<file path="config.mk">
export PLATFORM = sky130hd
export DESIGN_NAME = touch_adc_ctrl
export DESIGN_NICKNAME = d
export VERILOG_FILES = /design/src/rtl/touch_adc_ctrl.sv
export SDC_FILE = /design/constraint.sdc
export NUM_CORES = 1
export LEC_CHECK = 0
export CAP_MARGIN = 20
export CELL_PAD_IN_SITES_DETAIL_PLACEMENT = 2
export CELL_PAD_IN_SITES_GLOBAL_PLACEMENT = 2
export CORE_MARGIN = 2
export CORE_UTILIZATION = 42
export CTS_CLUSTER_DIAMETER = 40
export DETAILED_ROUTE_END_ITERATION = 7
export PLACE_DENSITY_LB_ADDON = 0.1
export SYNTH_ARGS = -nofsm -noshare
export SYNTH_HDL_FRONTEND = slang
export SYNTH_SLANG_ARGS = --single-unit
</file>
<file path="constraint.sdc">
create_clock -name iCLK -period 5.25 [get_ports iCLK]
set_clock_uncertainty 0.05 [all_clocks]
set_input_delay 1.3125 -clock iCLK [delete_from_list [all_inputs] [get_ports iCLK]]
set_output_delay 1.3125 -clock iCLK [all_outputs]
set_load 0.03 [all_outputs]
</file>
<file path="src/rtl/touch_adc_ctrl.sv">
// touch_adc_ctrl
// Front end for an ADS7843/AD7843-class resistive touch ADC. While the pen
// is down it runs back-to-back 12-bit X then Y conversions over the
// DCLK/CS_n/DIN/DOUT link. It publishes each completed pair as a whole,
// with a one-cycle oNEW_COORD strobe, and keeps a debounced touch level on
// oTOUCH_IRQ.
//
// Every output comes straight from a flop. Each flop is loaded from a value
// derived from the *next* state, so the outputs line up with the state that
// is current in the same cycle. For example, CS_n is high during the single
// DONE cycle, and it is high on the same edge that oNEW_COORD rises.
module touch_adc_ctrl #(
  parameter int         CLK_DIV    = 25,      // iCLK cycles per DCLK half-period (>= 2)
  parameter int         SAMPLE_GAP = 500000,  // idle cycles between pairs
  parameter logic [7:0] CMD_X      = 8'h90,
  parameter logic [7:0] CMD_Y      = 8'hD0
) (
  input  logic        iCLK,
  input  logic        iRST_n,
  input  logic        iPENIRQ_n,
  input  logic        iADC_DOUT,
  output logic        oADC_DCLK,
  output logic        oADC_CS_n,
  output logic        oADC_DIN,
  output logic [11:0] oX_COORD,
  output logic [11:0] oY_COORD,
  output logic        oNEW_COORD,
  output logic        oTOUCH_IRQ
);

  localparam int DIV_W = (CLK_DIV > 2) ? $clog2(CLK_DIV) : 1;
  localparam int GAP_W = (SAMPLE_GAP > 1) ? $clog2(SAMPLE_GAP + 1) : 1;

  localparam logic [DIV_W-1:0] DIV_LAST = DIV_W'(CLK_DIV - 1);
  // GAP ends with the counter at SAMPLE_GAP. The extra cycle is the pen check.
  localparam logic [GAP_W-1:0] GAP_LAST = GAP_W'(SAMPLE_GAP);

  // Rising-edge counter values. The count is compared *before* it is
  // incremented, so a value of 9 means "this rising edge is k=10".
  localparam logic [4:0] LAST_EDGE = 5'd24;
  localparam logic [4:0] CAP_FIRST = 5'd9;   // edge k=10 captures D11
  localparam logic [4:0] CAP_LAST  = 5'd20;  // edge k=21 captures D0

  typedef enum logic [2:0] {
    ST_IDLE,
    ST_CONV_X,
    ST_CONV_Y,
    ST_DONE,
    ST_GAP
  } state_t;

  state_t state_q, state_d;

  // Synchronizers
  logic pen_meta_q, pen_meta_d;
  logic pen_sync_q, pen_sync_d;
  logic dout_meta_q, dout_meta_d;
  logic dout_sync_q, dout_sync_d;

  // Bit engine
  logic [DIV_W-1:0] div_q, div_d;
  logic [4:0]       edge_q, edge_d;
  logic             dclk_q, dclk_d;
  logic             din_q, din_d;
  logic [7:0]       cmd_q, cmd_d;
  logic [11:0]      shift_q, shift_d;
  logic [11:0]      x_hold_q, x_hold_d;

  // Status and results
  logic [GAP_W-1:0] gap_q, gap_d;
  logic             cs_n_q, cs_n_d;
  logic [11:0]      x_q, x_d;
  logic [11:0]      y_q, y_d;
  logic             new_q, new_d;
  logic             touch_q, touch_d;

  // Decoded controls
  logic       pen;
  logic       in_conv;
  logic       next_conv;
  logic       tick;
  logic       rise_tick;
  logic       fall_tick;
  logic       conv_end;
  logic       start_x;
  logic       start_y;
  logic       conv_start;
  logic [7:0] start_cmd;

  // Shared decode of the current/next state and the divider tick
  always_comb begin
    pen        = ~pen_sync_q;
    in_conv    = (state_q == ST_CONV_X) || (state_q == ST_CONV_Y);
    tick       = (div_q == DIV_LAST);
    rise_tick  = in_conv && tick && !dclk_q;
    fall_tick  = in_conv && tick && dclk_q;
    conv_end   = fall_tick && (edge_q == LAST_EDGE);
    next_conv  = (state_d == ST_CONV_X) || (state_d == ST_CONV_Y);
    start_x    = (state_q != ST_CONV_X) && (state_d == ST_CONV_X);
    start_y    = (state_q == ST_CONV_X) && (state_d == ST_CONV_Y);
    conv_start = start_x || start_y;
    start_cmd  = start_y ? CMD_Y : CMD_X;
  end

  // Two-flop synchronizers for the asynchronous pen line and ADC data
  always_comb begin
    pen_meta_d  = iPENIRQ_n;
    pen_sync_d  = pen_meta_q;
    dout_meta_d = iADC_DOUT;
    dout_sync_d = dout_meta_q;
  end

  // Sequencer next-state logic
  always_comb begin
    state_d = state_q;
    case (state_q)
      ST_IDLE: begin
        if (pen) state_d = ST_CONV_X;
      end
      ST_CONV_X: begin
        if (conv_end) state_d = ST_CONV_Y;
      end
      ST_CONV_Y: begin
        if (conv_end) state_d = ST_DONE;
      end
      ST_DONE: begin
        state_d = ST_GAP;
      end
      ST_GAP: begin
        if (gap_q == GAP_LAST) state_d = pen ? ST_CONV_X : ST_IDLE;
      end
      default: begin
        state_d = ST_IDLE;
      end
    endcase
  end

  // Bit engine: DCLK generation, command shift-out and data capture
  always_comb begin
    div_d    = div_q;
    dclk_d   = dclk_q;
    edge_d   = edge_q;
    cmd_d    = cmd_q;
    din_d    = din_q;
    shift_d  = shift_q;
    x_hold_d = x_hold_q;

    if (conv_start) begin
      // The start bit goes out on the first cycle of the conversion. The
      // remaining command bits wait in cmd_q for the falling edges.
      div_d   = '0;
      dclk_d  = 1'b0;
      edge_d  = '0;
      cmd_d   = {start_cmd[6:0], 1'b0};
      din_d   = start_cmd[7];
      shift_d = '0;
    end else if (!next_conv) begin
      div_d  = '0;
      dclk_d = 1'b0;
      edge_d = '0;
      cmd_d  = '0;
      din_d  = 1'b0;
    end else begin
      if (tick) begin
        div_d  = '0;
        dclk_d = ~dclk_q;
      end else begin
        div_d = div_q + DIV_W'(1);
      end
      if (rise_tick) begin
        edge_d = edge_q + 5'd1;
        if ((edge_q >= CAP_FIRST) && (edge_q <= CAP_LAST)) begin
          shift_d = {shift_q[10:0], dout_sync_q};
        end
      end
      if (fall_tick) begin
        din_d = cmd_q[7];
        cmd_d = {cmd_q[6:0], 1'b0};
      end
    end

    // X is parked here so the visible pair can switch in a single step.
    if ((state_q == ST_CONV_X) && conv_end) x_hold_d = shift_q;
  end

  // Chip select, published pair, new-pair strobe, touch level and gap timer
  always_comb begin
    cs_n_d  = ~next_conv;
    x_d     = x_q;
    y_d     = y_q;
    new_d   = 1'b0;
    touch_d = touch_q;
    gap_d   = '0;

    if ((state_q == ST_CONV_Y) && (state_d == ST_DONE)) begin
      x_d   = x_hold_q;
      y_d   = shift_q;
      new_d = 1'b1;
    end

    // The ADC disturbs PENIRQ while converting, so the line is trusted only
    // when the link is quiet.
    if ((state_q == ST_IDLE) || (state_q == ST_GAP)) touch_d = pen;

    if ((state_q == ST_GAP) && (state_d == ST_GAP)) gap_d = gap_q + GAP_W'(1);
  end

  // State and datapath registers
  always_ff @(posedge iCLK or negedge iRST_n) begin
    if (!iRST_n) begin
      state_q     <= ST_IDLE;
      pen_meta_q  <= 1'b1;
      pen_sync_q  <= 1'b1;
      dout_meta_q <= 1'b0;
      dout_sync_q <= 1'b0;
      div_q       <= '0;
      edge_q      <= '0;
      dclk_q      <= 1'b0;
      din_q       <= 1'b0;
      cmd_q       <= '0;
      shift_q     <= '0;
      x_hold_q    <= '0;
      gap_q       <= '0;
      cs_n_q      <= 1'b1;
      x_q         <= '0;
      y_q         <= '0;
      new_q       <= 1'b0;
      touch_q     <= 1'b0;
    end else begin
      state_q     <= state_d;
      pen_meta_q  <= pen_meta_d;
      pen_sync_q  <= pen_sync_d;
      dout_meta_q <= dout_meta_d;
      dout_sync_q <= dout_sync_d;
      div_q       <= div_d;
      edge_q      <= edge_d;
      dclk_q      <= dclk_d;
      din_q       <= din_d;
      cmd_q       <= cmd_d;
      shift_q     <= shift_d;
      x_hold_q    <= x_hold_d;
      gap_q       <= gap_d;
      cs_n_q      <= cs_n_d;
      x_q         <= x_d;
      y_q         <= y_d;
      new_q       <= new_d;
      touch_q     <= touch_d;
    end
  end

  assign oADC_DCLK  = dclk_q;
  assign oADC_CS_n  = cs_n_q;
  assign oADC_DIN   = din_q;
  assign oX_COORD   = x_q;
  assign oY_COORD   = y_q;
  assign oNEW_COORD = new_q;
  assign oTOUCH_IRQ = touch_q;

endmodule
</file>
# After elaboration in Yosys (flattened, before gate mapping)
# Index checks and enable logic that the tools add are counted.
# op_classes
n_lt_le_gt_ge	2
add_sub_neg	3
reduce_logical	20
muxes	28
bitwise	3
n_eq_ne	15
# ops
cell	count
$mux 12	4
$mux 5	6
$mux 8	3
$add 19x1->19 const B	1
$eq 19x19->1 const B	1
$mux 19	1
$pmux 3 s5	1
$eq 3x2->1 const B	4
$mux 3	4
$ne 3x1->1 const B	4
$add 5x1->5 const B	2
$eq 5x5->1 const B	2
$logic_and 1x1->1	10
$mux 1	8
$mux 7	1
$eq 3x1->1 const B	2
$eq 3x3->1 const B	2
$reduce_bool 2->1	3
$ge 5x4->1 const B	1
$le 5x5->1 const B	1
$logic_or 1x1->1	4
$logic_not 3->1	1
$not 1->1	3
$reduce_and 3->1	1
$logic_not 1->1	1
# word_totals
register_bits	97
wordCells	89
output_inout_bits	29

# Depth between registers and ports, before layout
# Gate-level depths: netlist of run 1.
# depth
ltp_word	12
mapped_depth	9
depth_no_buf	6

# Worst setup path after synthesis of run 1
# OpenSTA, ideal clock, no wires.
# synth_timing
path_type	register -> register
startpoint	register edge_q[0]
endpoint	register x_q[0] (netlist: oX_COORD[0])
slack_ns	3.125
synth_period_minus_slack_ns	2.125
arrival_ns	1.950
path_stages_with_launch	9
setup_time_ns	0.125
cell_sequence	dfrtp_1 inv_1 ha_1 and4b_1 nand3_4 or3_1 buf_6 buf_12 mux2_4
# synth_via
elab_chain_len	6
# synth_lines
element	line	text
start, declared	62	logic [4:0] edge_q, edge_d;
start signal, assigned	236	edge_q <= edge_d;
$eq 5x5->1 (*)	97	conv_end = fall_tick && (edge_q == LAST_EDGE);
$logic_and 1x1->1 (*)	97	
$mux 3 (on tied branches)	124, 121	
$pmux 3 s5 (*)	116	case (state_q)
$eq 3x2->1 (*)	195	if ((state_q == ST_CONV_Y) && (state_d == ST_DONE)) begin
$logic_and 1x1->1 (*)	195	
end signal, assigned	225	x_q <= '0;
end signal, assigned	244	x_q <= x_d;
end, declared	72	logic [11:0] x_q, x_d;
# Mark *: on every way between the ends. The rest lies on a longest branch, timed or not.
# A chain may end at the register's enable or synchronous reset.

# Worst setup path in the final report of run 1
# layout_timing
startpoint	register dclk_q (netlist: oADC_DCLK)
endpoint	output oADC_DCLK
# layout_lines
element	line	text
start, declared	63	logic dclk_q, dclk_d;
start signal, assigned	237	dclk_q <= dclk_d;
end, declared	22	output logic oADC_DCLK,
# No word-level cell between the ends.

==> impl_metrics.ini, run 1 <==
[worst_setup_path]
cpMaxStageDelayCell = clkdlybuf4s50_1
critPathBufInv = 1
path_class = flop to output port
critical_path_arrival_ns = 1.58
path_cells = clkdlybuf4s50_1
cp_max_fo = 7
cp.required_ns = 3.89
endpoint_kind = output port
cp-start-kind = flop
r2r_slack_ns = 2.65
slowest_delay_ns = 0.73
critPathTopFamily = buffers and inverters

[detailed_routing]
vias = 2820
routed_wl_mm = 9.91
post_drt_wl_per_cell_um = 18.8
via_per_inst = 5.34
dr.pass1.iters = 4
antenna_left = 0
drtIter0Drc = 79
post-route-drc-count = 0

[clock_network]
post_cts_buffers = 0
clockBufferDepth = 2
numClockSinks = 92
cts_hold_buf = 0
clock_latency_ns = 0.36
cts_tree = done
clkTransAtPathRegs_ns = 0.08
cts-root-buf = clkbuf_8
htree_levels = 3
cts-buffers-inserted = 9
cts_resized = 0

[cells_and_area]
finalNetCount = 401
num-fill-cells = 982
final_cells = 528
antenna_cells = 0
ff_latch_area_mm2 = 0.00231
drive_gt1_frac = 0.175
area_delta_synth_final_pct = 15.5
multi_input_area_mm2 = 0.00167

[sta]
whs_ns = 0.309
tightest_slew_ns = 0.786
rsz0062_at_grt = false
fmax_mhz = 339
timing.slew.headroom = 0.474
min_period_ns = 2.95
final_hold_viol_count = 0
finalCritPeriodShare = 0.561
setup_violations = 0
tns_ns = 0
finalMaxSlewViolations = 0

[floorplan]
coreArea_mm2 = 0.00973
boundaryPins = 33
dieHeight_um = 104
die_w_um = 104
std_cell_rows = 36
fp.dieArea_mm2 = 0.0108
initial_utilization = 0.431

[synthesis]
synth_top_flop_cell = dfrtp_1
yosysMostFrequentCell = dfrtp_1
synthTopCellsByArea = dfrtp_1 (53%), mux2_4 (6.8%), mux2_2 (4.6%), xnor2_1 (3.1%), nand3_1 (3.0%)
synth_edf_count = 0
yosysTopAreaCell = dfrtp_1
syn_area_mm2 = 0.00419
async_flop_share = 1.00
yosysUniqueCellTypes = 47
syn_avg_cell_area_um2 = 11.8
synth-seq-cells = 92
synth-seq-area-share = 0.550
synth_top_cells_by_count = dfrtp_1 (89), inv_1 (29), nor2_1 (26)
synth_top_area_frac = 0.531
syn_inst = 356
synth_nets = 367
ys_warn_count = 0

[grt]
grt-ovfl-total = 0
grt_first_pass_wirelength_mm = 16.8
grt_max_degree = 60
grt_pass1_vias = 3178
antenna_found_initial = 0
grt_use_total = 0.196

[pwr]
p_total_mw = 1.27
pwr_density_cell_mw_per_mm2 = 263
vdd_drop_max_mv = 0.117
p_leak_nw = 2.14

[job]
cap_violations = 0

[placed_design]
place.gp.congestion = 0.771
numPortBuffers = 32
dp_cells = 511
dp_hpwl_mm = 6.75

[worst_hold_path]
hold_path_class = flop to flop

[run_status]
status = completed
## metrics by stage
stage	setup slack [ns]	util	area, µm²
2_1_floorplan	3.12	-	4190
3_3_place_gp	2.72	0.474	4610
3_5_place_dp	2.68	0.474	4610
4_1_cts	2.28	0.497	4830
5_1_grt	2.23	0.498	4850
6_report	2.30	0.498	4850
## cell usage in the layout (no fill, tap or decap), types with 3 or more instances in the layout
master,Yosys,final
nand2_1,14,14
xor2_1,4,4
dfstp_2,3,3
xnor2_1,15,15
o41ai_1,13,13
nand2b_1,4,4
clkdlybuf4s50_1,0,31
o21ai_0,7,6
mux2_2,17,17
nor2_1,26,26
a21oi_1,11,11
nand4_1,6,6
inv_1,29,29
clkbuf_8,0,11
nand3_1,25,25
or3_1,5,5
ha_1,7,7
dfrtp_1,89,89
nand4b_1,3,3
nor3_1,5,5
nor4_1,5,5
mux2_4,19,19
nor4b_1,4,4
buf_4,0,6
## final cells by class
cell class,instances,area share
flip-flops and latches,92,0.476
multi-input cells,220,0.345
repair buffers,38,0.0757
well taps,133,0.0343
clock buffers,13,0.0328
inverters,29,0.0225
clock inverters,3,0.0142
## per-layer routing
layer  track usage  part of all wire
met4        0.0521             0.011
met1         0.240              0.44
met3        0.0432             0.021
met5             0                 0
met2         0.348              0.53
## worst paths after layout
kind / cells past startpoint / to / startpoint
min in group asynchronous: 1 / x_hold_q[7] / iRST_n
worst min register to register: 0 / dout_sync_q / dout_meta_q
max in group asynchronous: 2 / shift_q[3] / iRST_n
worst max-delay path: 1 / oADC_DCLK / oADC_DCLK
worst min-delay path: 0 / dout_sync_q / dout_meta_q
worst max register to register: 6 / x_hold_q[8] / edge_q[0]
## flip-flops by register name, summed over array words and instances, names as in the netlist
register and flops:
x_hold_q 12, pen_meta_q 1, dout_meta_q 1, div_q 5
dout_sync_q 1, shift_q 12, oADC_DIN 1, pen_sync_q 1
state_q 3, oNEW_COORD 1, oADC_DCLK 1, oTOUCH_IRQ 1
oY_COORD 12, oX_COORD 12, cmd_q 3, gap_q 19
edge_q 5, oADC_CS_n 1
## logic make-up after synthesis
group | Yosys count | share of synthesized area
adder cells (fa/ha/maj) | 7 | 0.0209
AND/OR/NAND/NOR | 114 | 0.150
AO/OA/AOI/OAI | 43 | 0.0713
XOR/XNOR | 19 | 0.0397
flip-flops | 92 | 0.550
multiplexers | 37 | 0.116
buffers and inverters | 44 | 0.0519
## power breakdown
group | internal [mW] | switching [mW]
Clock | 0.296 | 0.250
Sequential | 0.710 | 0.000686
Combinational | 0.00233 | 0.0139
No activity file was read; power rests on OpenSTA's default activity.
==> inputs of run 2 (changes only) <==
- CORE_UTILIZATION: 42 -> 36
- clock period: 5.25 -> 2.7 ns (I/O delays scaled with it)
==> run 2 against run 1 <==
  * Sequential share of layout area is 1.1 points lower
  * First-iteration DRC count is 39% higher
  * Clock power is 130% higher
  * Total power is 110% higher
  * Non-clock buffer count is 4 higher
  * Cell count is 2.7% higher
  * Critical path type is now flop to flop
  * Global-route usage is 3.1 points lower
  * Worst hold slack worse by 0.088 ns
  * Sequential cell count stayed put
  * Via count is 0.18% higher
  * Final area is 2.5% higher
  * Sequential power is 94% higher
==> impl_metrics.ini, run 2 (synthesis gave the netlist of run 1 again) <==
[detailed_routing]
antenna_left = 0
vias = 2825
dr.pass1.iters = 4
post_drt_wl_per_cell_um = 17.5
drtIter0Drc = 110
via_per_inst = 5.21
post-route-drc-count = 0
routed_wl_mm = 9.46

[worst_setup_path]
r2r-end = oY_COORD[10]
path_class = flop to flop
slowest_delay_ns = 0.41
cp_max_fo = 25
path_cells = inv_1, ha_1, and4b_1, nand3_4, or3_1, buf_4, mux2_4
critPathTopFamily = simple AND/OR/NAND/NOR gates
cp-start-kind = flop
critical_path_arrival_ns = 2.50
cp.depth = 7
cp.required_ns = 2.88
cpMaxStageDelayCell = dfrtp_1
endpoint_kind = flop
critPathBufInv = 2
cp-startpoint = div_q[0]
reg2reg_from = div_q[0]
worst_r2r_path_depth = 7
crit_end = oY_COORD[10]
r2r_slack_ns = 0.37

[grt]
grt_max_degree = 36
antenna_found_initial = 0
use_met2 = 0.272
grt_pass1_vias = 3176
grt-ovfl-total = 0
grt_first_pass_wirelength_mm = 16.3
grt_use_total = 0.165
busiest_layer = met2
use_met1 = 0.215
use_met3 = 0.0299

[floorplan]
dieHeight_um = 112
fp.dieArea_mm2 = 0.0125
die_w_um = 112
boundaryPins = 33
initial_utilization = 0.369
std_cell_rows = 39
coreArea_mm2 = 0.0114

[cells_and_area]
top_register = gap_q
ff_latch_area_mm2 = 0.00231
final_cells = 542
final_common_cell = dfrtp_1
area_delta_synth_final_pct = 18.4
largest_reg_flops = 19
fin_area_mm2 = 0.00496
finalNetCount = 405
antenna_cells = 0
post-route-util = 0.437
drive_gt1_frac = 0.183
layout_common_cells = dfrtp_1 (89), clkdlybuf4s50_1 (31), inv_1 (29), nor2_1 (26), nand3_1 (25)
num-fill-cells = 1174
multi_input_area_mm2 = 0.00167

[pwr]
pwr_density_cell_mw_per_mm2 = 539
p_total_mw = 2.68
vdd_drop_max_mv = 0.278
p_leak_nw = 2.18

[clock_network]
cts_tree = done
clock_latency_ns = 0.35
cts_resized = 0
clkTransAtPathRegs_ns = 0.06
htree_levels = 3
post_cts_buffers = 0
clockBufferDepth = 2
cts-buffers-inserted = 9
numClockSinks = 92
cts_hold_buf = 0
cts-root-buf = clkbuf_16

[sta]
setup_violations = 0
fin_ws_ns = 0.374
finalCritPeriodShare = 0.862
tightest_slew_ns = 0.638
final_hold_viol_count = 0
fmax_mhz = 430
rsz0062_at_grt = false
tns_ns = 0
whs_ns = 0.220
finalMaxSlewViolations = 0
timing.slew.headroom = 0.569
min_period_ns = 2.33

[placed_design]
numPortBuffers = 32
dp_hpwl_mm = 6.59
place.gp.congestion = 0.749
dpl_worst_slack_ns = 0.379
dp_cells = 526
dpl_cell_area_mm2 = 0.00467

[run_status]
status = completed

[job]
cap_violations = 0

[worst_hold_path]
hold_path_class = input port to async pin
## run 2: cell count changes in the layout (fill, tap and decap cells not counted)
cell	change
buf_12	+1
buf_4	+4
buf_6	-1
bufinv_16	-1
clkbuf_16	+9
clkbuf_8	-11
clkinv_4	+1
clkinvlp_4	+2
## run 2: metal layers
metal / vias to the layer above / share of wire
met1: 1451 / 0.46
li1: 1328 / -
met3: 12 / 0.024
met4: 0 / 0.018
met2: 34 / 0.50
met5: - / 0
## run 2: final cells by class
class | instances | area share
clock buffers | 11 | 0.0469
multi-input cells | 220 | 0.336
flip-flops and latches | 92 | 0.464
well taps | 143 | 0.0360
clock inverters | 5 | 0.0126
inverters | 29 | 0.0219
repair buffers | 42 | 0.0817
## run 2: power breakdown
part	total [mW]	internal (mW)	switching [mW]
registers	1.38	1.38	0.00173
clock network	1.26	0.721	0.536
logic	0.0358	0.00754	0.0282
## run 2: how the worst min path moves through the flow
stage | startpoint | end | slack (ns) | cells past startpoint
final | iRST_n | oX_COORD[4] | 0.22 | 1
after floorplan | dout_meta_q | dout_sync_q | 0.28 | 0
after global placement | pen_meta_q | pen_sync_q | 0.30 | 0
after global routing | iRST_n | oNEW_COORD | 0.24 | 1
after CTS | iRST_n | oX_COORD[4] | 0.23 | 1
after detailed placement | pen_meta_q | pen_sync_q | 0.30 | 0
==> inputs of run 3 (changes only) <==
- SKIP_CTS_REPAIR_TIMING: not set -> 1
==> results of run 3 <==
No change in the layout: final DEF, timing and power equal those of run 2.
